<file path="config.mk">
export PLATFORM = sky130hd
export DESIGN_NAME = alu_exec_stage_flat
export DESIGN_NICKNAME = d
export VERILOG_FILES = /design/src/rtl/alu_pkg.sv /design/src/rtl/alu_exec_stage_if.sv /design/src/rtl/alu_shift_seq.sv /design/src/rtl/alu_exec_stage.sv /design/src/flat_wrapper.sv
export SDC_FILE = /design/constraint.sdc
export NUM_CORES = 1
export LEC_CHECK = 0
export CAP_MARGIN = 20
export CORE_MARGIN = 3
export CORE_UTILIZATION = 31
export DETAILED_ROUTE_END_ITERATION = 8
export GPL_TIMING_DRIVEN = 0
export PLACE_DENSITY = 0.48
export SYNTH_ARGS = -nofsm -noshare
export SYNTH_HDL_FRONTEND = slang
export SYNTH_SLANG_ARGS = --single-unit
</file>
<file path="constraint.sdc">
create_clock -name clk -period 11.9 [get_ports clk]
set_clock_uncertainty 0.2 [all_clocks]
set_input_delay 2.975 -clock clk [delete_from_list [all_inputs] [get_ports clk]]
set_output_delay 2.975 -clock clk [all_outputs]
set_load 0.01 [all_outputs]
</file>
<file path="src/rtl/alu_pkg.sv">
// Shared definitions for the execute-stage ALU: datapath width, op codes, FSM states.
package alu_pkg;

    localparam int unsigned W = 32;

    typedef enum logic [3:0] {
        ALU_AND = 4'd0,
        ALU_OR  = 4'd1,
        ALU_ADD = 4'd2,
        ALU_XOR = 4'd3,
        ALU_NOR = 4'd4,
        ALU_SUB = 4'd6,
        ALU_SLT = 4'd7,
        ALU_SLL = 4'd8,
        ALU_SRL = 4'd9,
        ALU_SRA = 4'd10
    } alu_op_e;

    typedef enum logic {
        ST_IDLE,
        ST_SHIFT
    } state_e;

    function automatic logic is_shift_op(input logic [3:0] op);
        return (op == ALU_SLL) || (op == ALU_SRL) || (op == ALU_SRA);
    endfunction

endpackage

</file>
<file path="src/rtl/alu_exec_stage_if.sv">
// Upstream operand handshake and downstream result handshake of the execute stage.
interface alu_exec_stage_if;

    logic                    in_valid;
    logic                    in_ready;
    logic [3:0]              alu_op;
    logic [alu_pkg::W-1:0]   a;
    logic [alu_pkg::W-1:0]   b;
    logic [4:0]              shamt;
    logic                    out_valid;
    logic                    out_ready;
    logic [alu_pkg::W-1:0]   result;
    logic                    zero;
    logic                    overflow;

    // Driver side: presents operations, consumes results.
    modport master (
        output in_valid, alu_op, a, b, shamt, out_ready,
        input  in_ready, out_valid, result, zero, overflow
    );

    // Execute stage side.
    modport slave (
        input  in_valid, alu_op, a, b, shamt, out_ready,
        output in_ready, out_valid, result, zero, overflow
    );

endinterface

</file>
<file path="src/rtl/alu_shift_seq.sv">
// Iterative one-bit-per-cycle shifter; done is high in the cycle the final shift happens.
module alu_shift_seq
    import alu_pkg::*;
(
    input  logic         clk,
    input  logic         reset,
    input  logic         start,
    input  logic [3:0]   op,
    input  logic [W-1:0] value,
    input  logic [4:0]   amt,
    output logic         done,
    output logic [W-1:0] shout
);

    logic [W-1:0] shreg;
    logic [4:0]   cnt;
    logic [3:0]   kind;
    logic [W-1:0] shifted;

    // Single-bit shift of the working register according to the latched shift kind.
    always_comb begin
        shifted = {shreg[W-2:0], 1'b0};
        if (kind == ALU_SRL) begin
            shifted = {1'b0, shreg[W-1:1]};
        end else if (kind == ALU_SRA) begin
            shifted = {shreg[W-1], shreg[W-1:1]};
        end
    end

    // Load on start, then shift and count down until the counter empties.
    always_ff @(posedge clk) begin
        if (reset) begin
            shreg <= '0;
            cnt   <= '0;
            kind  <= ALU_SLL;
        end else if (start) begin
            shreg <= value;
            cnt   <= amt;
            kind  <= op;
        end else if (cnt != 5'd0) begin
            shreg <= shifted;
            cnt   <= cnt - 5'd1;
        end
    end

    assign done  = (cnt == 5'd1);
    assign shout = shifted;

endmodule

</file>
<file path="src/rtl/alu_exec_stage.sv">
// Registered MIPS execute-stage ALU with valid/ready handshake and iterative shifts.
module alu_exec_stage
    import alu_pkg::*;
(
    input  logic            clk,
    input  logic            reset,
    alu_exec_stage_if.slave bus
);

    state_e       state, state_next;
    logic         in_ready;
    logic         accept;
    logic         shift_start;
    logic         sh_done;
    logic         sh_fin;
    logic [W-1:0] sh_out;
    logic [W-1:0] op_res;
    logic         op_ovf;
    logic         load;
    logic [W-1:0] load_res;
    logic         load_ovf;
    logic [W-1:0] add_sum;
    logic [W-1:0] sub_beff;
    logic [W-1:0] sub_sum;
    logic [W:0]   diff;
    logic         out_valid_q;
    logic [W-1:0] result_q;
    logic         zero_q;
    logic         ovf_q;

    alu_shift_seq u_shift (
        .clk   (clk),
        .reset (reset),
        .start (shift_start),
        .op    (bus.alu_op),
        .value (bus.b),
        .amt   (bus.shamt),
        .done  (sh_done),
        .shout (sh_out)
    );

    // State register.
    always_ff @(posedge clk) begin
        if (reset) begin
            state <= ST_IDLE;
        end else begin
            state <= state_next;
        end
    end

    // Next-state: enter SHIFT on a nonzero-amount shift, leave on the final shift.
    always_comb begin
        state_next = state;
        case (state)
            ST_IDLE:  if (shift_start) state_next = ST_SHIFT;
            ST_SHIFT: if (sh_done)     state_next = ST_IDLE;
            default:  state_next = ST_IDLE;
        endcase
    end

    // FSM outputs: readiness, acceptance and shifter start/finish strobes.
    always_comb begin
        in_ready    = (state == ST_IDLE) && (!out_valid_q || bus.out_ready);
        accept      = bus.in_valid && in_ready;
        shift_start = accept && is_shift_op(bus.alu_op) && (bus.shamt != 5'd0);
        sh_fin      = (state == ST_SHIFT) && sh_done;
    end

    // Combinational op mux; SLT takes the sign of the 33-bit difference so SUB overflow cannot flip it.
    always_comb begin
        add_sum  = bus.a + bus.b;
        sub_beff = ~bus.b + 1'b1;
        sub_sum  = bus.a + sub_beff;
        diff     = {bus.a[W-1], bus.a} - {bus.b[W-1], bus.b};
        op_res   = '0;
        op_ovf   = 1'b0;
        case (bus.alu_op)
            ALU_AND: op_res = bus.a & bus.b;
            ALU_OR:  op_res = bus.a | bus.b;
            ALU_XOR: op_res = bus.a ^ bus.b;
            ALU_NOR: op_res = ~(bus.a | bus.b);
            ALU_ADD: begin
                op_res = add_sum;
                op_ovf = (bus.a[W-1] == bus.b[W-1]) && (add_sum[W-1] != bus.a[W-1]);
            end
            ALU_SUB: begin
                op_res = sub_sum;
                op_ovf = (bus.a[W-1] == sub_beff[W-1]) && (sub_sum[W-1] != bus.a[W-1]);
            end
            ALU_SLT: op_res = {{(W-1){1'b0}}, diff[W]};
            ALU_SLL, ALU_SRL, ALU_SRA: op_res = bus.b;
            default: op_res = '0;
        endcase
    end

    // Select what loads into the output register this cycle.
    always_comb begin
        load     = sh_fin || (accept && !shift_start);
        load_res = sh_fin ? sh_out : op_res;
        load_ovf = sh_fin ? 1'b0 : op_ovf;
    end

    // Output register: load a fresh result, otherwise hold until consumed.
    always_ff @(posedge clk) begin
        if (reset) begin
            out_valid_q <= 1'b0;
            result_q    <= '0;
            zero_q      <= 1'b0;
            ovf_q       <= 1'b0;
        end else if (load) begin
            out_valid_q <= 1'b1;
            result_q    <= load_res;
            zero_q      <= (load_res == '0);
            ovf_q       <= load_ovf;
        end else if (bus.out_ready) begin
            out_valid_q <= 1'b0;
        end
    end

    assign bus.in_ready  = in_ready;
    assign bus.out_valid = out_valid_q;
    assign bus.result    = result_q;
    assign bus.zero      = zero_q;
    assign bus.overflow  = ovf_q;

endmodule

</file>
<file path="src/flat_wrapper.sv">
// flat-port wrapper written by rule: the top's interface ports become plain ports
module alu_exec_stage_flat import alu_pkg::*;
  (clk, reset, bus_in_valid, bus_alu_op, bus_a, bus_b, bus_shamt, bus_out_ready, bus_in_ready, bus_out_valid, bus_result, bus_zero, bus_overflow);
  alu_exec_stage_if bus_i ();
  input  logic clk;
  input  logic reset;
  input wire logic [$bits(bus_i.in_valid)-1:0] bus_in_valid;
  input wire logic [$bits(bus_i.alu_op)-1:0] bus_alu_op;
  input wire logic [$bits(bus_i.a)-1:0] bus_a;
  input wire logic [$bits(bus_i.b)-1:0] bus_b;
  input wire logic [$bits(bus_i.shamt)-1:0] bus_shamt;
  input wire logic [$bits(bus_i.out_ready)-1:0] bus_out_ready;
  output wire logic [$bits(bus_i.in_ready)-1:0] bus_in_ready;
  output wire logic [$bits(bus_i.out_valid)-1:0] bus_out_valid;
  output wire logic [$bits(bus_i.result)-1:0] bus_result;
  output wire logic [$bits(bus_i.zero)-1:0] bus_zero;
  output wire logic [$bits(bus_i.overflow)-1:0] bus_overflow;
  assign bus_i.in_valid = bus_in_valid;
  assign bus_i.alu_op = bus_alu_op;
  assign bus_i.a = bus_a;
  assign bus_i.b = bus_b;
  assign bus_i.shamt = bus_shamt;
  assign bus_i.out_ready = bus_out_ready;
  assign bus_in_ready = bus_i.in_ready;
  assign bus_out_valid = bus_i.out_valid;
  assign bus_result = bus_i.result;
  assign bus_zero = bus_i.zero;
  assign bus_overflow = bus_i.overflow;
  alu_exec_stage u_core (.clk(clk), .reset(reset), .bus(bus_i));
endmodule
</file>
---- Word level (Yosys, flattened, before mapping) ----
Index checks and enable logic that the tools add are counted.
word-level totals
  output and inout port bits .............. 36
  register bits ........................... 77
  word-level logic and storage cells ...... 71
  input port bits ......................... 77
operators by class
  reductions and logical operators ........ 21
  $add $sub $neg .......................... 5
  eq/ne operators ......................... 16
  bitwise logic cells ..................... 6
  mux-type cells .......................... 15
operator list
  operator                 number
  $pmux W32 S8             1
  $mux W32                 5
  $add A32 B32 Y32         2
  $not A32 Y32             2
  $sub A32 B32 Y33         1
  $add A32 B1 Y32 const B  1
  $and A32 B32 Y32         1
  $logic_not A32 Y1        1
  $or A32 B32 Y32          1
  $xor A32 B32 Y32         1
  $eq A4 B4 Y1 const B     5
  $eq A4 B3 Y1 const B     3
  $mux W5                  2
  $reduce_bool A5 Y1       2
  $eq A4 B2 Y1 const B     2
  $logic_and A1 B1 Y1      8
  $eq A5 B1 Y1 const B     1
  $mux W1                  5
  $sub A5 B1 Y5 const B    1
  $eq A4 B1 Y1 const B     1
  $logic_not A4 Y1         1
  $logic_or A1 B1 Y1       4
  $pmux W1 S2              2
  $reduce_bool A2 Y1       2
  5 further kinds          8

---- Logic depth before layout (Yosys ltp) ----
Gate-level depths: netlist (run 1).
  word-level depth ........................ 10
  depth in mapped cells ................... 23

---- Modules after synthesis ----
Synthesis (run 1) repeated with hierarchy kept, for this count alone.
unflattened totals
  cells, all modules ...................... 1478
  area total of the unflattened synthesis .. 11244.5 um^2
by module, submodules not included
  module          area an instance (um^2)  instances  cells an instance  sequential area each (um^2)
  alu_exec_stage  9090.0                   1          1271               720.7
  alu_shift_seq   2154.6                   1          207                820.8

---- Least setup slack after synthesis (run 1) ----
Ideal clock, no wire load.
  kind .................................... input -> register
  start ................................... in bus_b[7]
  end ..................................... reg u_core.zero_q (netlist: u_core.bus.zero)
  buffers on the path ..................... 2
  stages .................................. 23
  setup time .............................. 0.096 ns
  arrival time ............................ 6.989 ns
  setup slack ............................. 4.615 ns
  required time ........................... 11.604 ns
  cells stage by stage .................... clkbuf_1 -> nor4_1 -> nand2_1 -> nor3_1 -> nand3_1 -> nor2_1 -> nand2_1 -> nor2_1 -> nand2_1 -> xnor2_1 -> ha_1 -> clkbuf_1 -> a21oi_1 -> o21ai_1 -> a21o_1 -> a211o_1 -> a221o_1 -> a21oi_1 -> xor2_1 -> nor2_1 -> o22ai_1 -> nand4_1 -> o41ai_2
between the ends
  longest elaborated chain between the ends .. 6
  elaborated cells on any way between the ends .. 12
ends and longest elaborated chain
  item                    RTL line               source
  start: declaration      flat_wrapper.sv:10     input wire logic [$bits(bus_i.b)-1:0] bus_b;
  $not A32 Y32            alu_exec_stage.sv:72   sub_beff = ~bus.b + 1'b1;
  $add A32 B1 Y32         alu_exec_stage.sv:72
  $add A32 B32 Y32        alu_exec_stage.sv:73   sub_sum = bus.a + sub_beff;
  $pmux W32 S8 (*)        alu_exec_stage.sv:77   case (bus.alu_op)
  $mux W32 (*)            alu_exec_stage.sv:99   load_res = sh_fin ? sh_out : op_res;
  $logic_not A32 Y1 (*)   alu_exec_stage.sv:113  zero_q <= (load_res == '0);
  end signal: assignment  alu_exec_stage.sv:113
  end: declaration        alu_exec_stage.sv:28   logic zero_q;
Mark *: on every way between the ends. The rest lies on a longest branch, timed or not.
A chain may end at the register's enable or synchronous reset.

---- Worst setup path after layout (run 1) ----
Same ends and word-level chain as after synthesis.

==> summary.txt, run 1 <==
status -> finished, final reports clean
Tmin final -> 9.377 ns
Gate power share -> 0.562
Worst R2R Start -> u_core.u_shift.cnt[1]
post-layout util -> 0.3771
maxcap violations -> 0
Rel. slew slack -> 0.2447
Inserted Diodes -> 0
synthesized area -> 0.01115 mm²
H-tree levels -> 3
Syn. warnings -> 0
fin cells -> 2163
FILL cells -> 3835
CTS buffer count -> 9
Synth cell types -> 88
post-route setup TNS -> 0 ns
static leakage -> 5.207 nW
DIE AREA -> 0.03829 mm²
Clock Tree Root -> clkbuf_16
Psw -> 682.0 µW
port bufs -> 109
CTS resizes -> 0
Post-CTS Setup Bufs -> 0
Hold Fails Final Rpt -> 0
critical path arrival -> 9.42 ns
Least-Margin Pin Slew -> 1.133 ns
Critical Path Sink Type -> flop
Die Wd -> 195.7 µm
nets -> 1917
share of layout cells above drive strength 1 -> 0.03396
post-route ant nets -> 0
switch share -> 0.4558
cell count after synthesis -> 1578
Post-synth ARST share -> 0
Placer Congestion -> 0.9558
Pre-Repair DR Iteration Count -> 5
DP Wirelength -> 43400 µm
vias per inst -> 5.962
Reg clk slew, reported paths -> 0.06 ns
final WL -> 52770 µm
CORE AREA -> 0.03497 mm²
Final Setup Violations -> 0
CTS tree -> done
clk_lat worst skew -> 0.34 ns
wire per inst -> 24.40 µm
final hold slack -> 0.2593 ns
initial antenna violation count -> 0
hold_sp -> u_core.bus.result[30]
DRC errors left -> 0
overflow left after global routing -> 0
crit path launch type -> input port
flops & latches, synth -> 77
vias post-DR -> 12900
RSZ-0062 raised after global routing -> false
Area Overhead vs Synth -> 18.20%
first-pass GRT wire length -> 78250 µm
sequential area share after synthesis -> 0.1382
initial drt markers -> 1310
crit path kind -> input port to flop
total power -> 1.496 mW
Worst Hold Class -> flop to flop
Clock power frac -> 0.203
largest net degree at the start of global routing -> 14
Boundary Pins -> 113
Setup crit start -> bus_b[7]
Max Transition Viols Final -> 0
Post-CTS Hold Buffers -> 0
data required time of the worst path -> 11.94 ns
Core Rows -> 68
sequential share of power -> 0.235
CTS sink cnt -> 77
pwr dens -> 113.5 mW/mm²
Max FO, Critical Path -> 7
vias in the first global route -> 12350
deepest clock path buffer count -> 2
syn avg cell area -> 7.069 µm²
Chip Height -> 195.7 µm
part of the cycle the worst path needs -> 0.7880
peak supply drop -> 61.89 µV
initial core utilization -> 0.3190
gr usage total -> 0.2637
Post-synth EDFFs -> 0
Internal Pwr Total -> 814.4 µW
placed cells -> 2147
syn nets -> 1792
top_reg_cell synth -> dfxtp_1
f_max -> 0.1066 GHz
-- cell usage after synthesis, types with 19 or more instances --
| cell | instances | area (µm²) |
|---|---|---|
| a211oi_1 | 68 | 510.5 |
| a21o_1 | 20 | 150.1 |
| a21oi_1 | 159 | 795.8 |
| a22oi_1 | 19 | 142.6 |
| a31oi_1 | 22 | 137.6 |
| clkbuf_1 | 87 | 326.6 |
| dfxtp_1 | 77 | 1541 |
| ha_1 | 135 | 1689 |
| inv_1 | 94 | 352.8 |
| mux2i_1 | 45 | 450.4 |
| nand2_1 | 115 | 431.7 |
| nand3_1 | 35 | 175.2 |
| nand4_1 | 24 | 150.1 |
| nor2_1 | 202 | 758.2 |
| nor3_1 | 40 | 200.2 |
| o21ai_0 | 58 | 290.3 |
| o221ai_1 | 20 | 175.2 |
| xnor2_1 | 52 | 455.4 |
| xor2_1 | 19 | 166.4 |
-- cells in the final DEF (no fill, tap or decap), types with 8 or more instances in the layout --
cell and instances:
a211oi_1 68, a21o_1 20, a21oi_1 159, a221o_1 9
a221oi_1 16, a22oi_1 19, a31oi_1 22, and3_1 11
buf_2 14, clkbuf_1 88, clkbuf_16 9, clkdlybuf4s50_1 109
dfxtp_1 77, ha_1 135, inv_1 94, mux2i_1 45
nand2_1 115, nand2b_1 9, nand3_1 35, nand4_1 24
nor2_1 202, nor2b_1 12, nor3_1 40, nor3b_1 9
nor4_1 11, o211ai_1 8, o21a_1 16, o21ai_0 58
o21ai_1 9, o221ai_1 20, o22ai_1 14, o31ai_1 8
or3_1 9, xnor2_1 52, xor2_1 19
-- state kept, by name (all words and copies together) (netlist names) --
register              count
u_core.u_shift.cnt        5
u_core.state              1
u_core.u_shift.shreg     32
u_core.bus.out_valid      1
u_core.bus.result        32
u_core.u_shift.kind       4
u_core.bus.zero           1
u_core.bus.overflow       1
-- per-stage QoR --
step,cell area (µm²),setup WS (ns)
finish,13190,2.523
global route,13190,2.073
CTS,13190,2.605
detailed placement,12860,2.301
global placement,12810,1.560
floorplan,11150,4.615
-- per-layer routing --
layer / share of wire / track usage / vias to the layer above / wire [µm]
met1: 0.44 / 0.3555 / 6218 / 23340
li1: - / - / 6037 / -
met4: 0.041 / 0.1003 / 0 / 2151
met2: 0.46 / 0.4327 / 538 / 24060
met3: 0.061 / 0.02988 / 102 / 3220
met5: 0 / 0 / - / 0
-- critical path: stages --
cell and delay, ns:
clkdlybuf4s50_1 0.43, clkbuf_1 0.26, nor4_1 0.67, nand2_1 0.19, nor3_1 0.39, nand3_1 0.28
nor2_1 0.31, nand2_1 0.17, nor4_1 0.24, xnor2_1 0.11, ha_1 0.45, nand2_1 0.23
nor4_1 0.63, o211ai_1 0.39, a31oi_1 0.42, o21ai_0 0.13, nand2b_1 0.10, xor2_1 0.07
a221oi_1 0.53, inv_1 0.11, o41ai_2 0.30
-- layout make-up --
cell class,count,area [µm²],share of cell area
plain buffers,108,437.9,0.03321
clock buffers,11,242.7,0.01841
clock inverters,5,83.83,0.006358
inverters,96,360.3,0.02733
multi-input cells,1297,8828,0.6696
flip-flops and latches,77,1541,0.1169
well taps,455,569.3,0.04318
repair buffers,114,1121,0.08503
-- power groups by stage --
stage | Combinational [mW] | Clock (mW) | Sequential (mW)
after global placement | 0.819 | 0 | 0.357
after floorplan | 0.544 | 0 | 0.351
after global routing | 0.921 | 0.318 | 0.358
final | 0.841 | 0.303 | 0.352
after CTS | 0.827 | 0.307 | 0.351
after detailed placement | 0.821 | 0 | 0.356
-- kinds of logic after synthesis --
group                      share of synthesized area
muxes                                        0.04341
and+or+nand+nor                               0.2231
DFF                                           0.1382
buffers and inverters                        0.07156
AOI/OAI and AO/OA                             0.3105
adders and majority gates                     0.1550
xor gates and xnor gates                     0.05822
-- worst paths after layout --
kind	endpoint	slack [ns]	cells past startpoint
setup / recovery	u_core.bus.zero	2.52	21
hold / removal	u_core.bus.result[30]	0.26	2
setup reg to reg	u_core.bus.zero	7.05	12
hold reg to reg	u_core.bus.result[30]	0.26	2
Power figures use the tool's default switching activity.
==> inputs of run 2 (changes only) <==
- clock period: 11.9 -> 9.8 ns (I/O delays scaled with it)
==> results of run 2 <==
Same layout as run 1 (identical final DEF). Status: finished, final reports clean.
Main changes from that run: setup slack after placement 2.301 ns -> 0.7263 ns; setup slack after layout 2.523 ns -> 0.9481 ns; register-to-register setup slack 7.05 ns -> 4.95 ns; total power 1.496 mW -> 1.817 mW; worst IR drop on VDD 61.89 µV -> 75.15 µV
==> inputs of run 3 (changes only) <==
- CTS_CLUSTER_DIAMETER: unset -> 40
==> results of run 3 <==
Same layout as run 1 (identical final DEF). Status: finished, final reports clean.
Main changes from that run: setup slack after placement 2.301 ns -> 0.7263 ns; setup slack after layout 2.523 ns -> 0.9481 ns; register-to-register setup slack 7.05 ns -> 4.95 ns; total power 1.496 mW -> 1.817 mW; worst IR drop on VDD 61.89 µV -> 75.15 µV
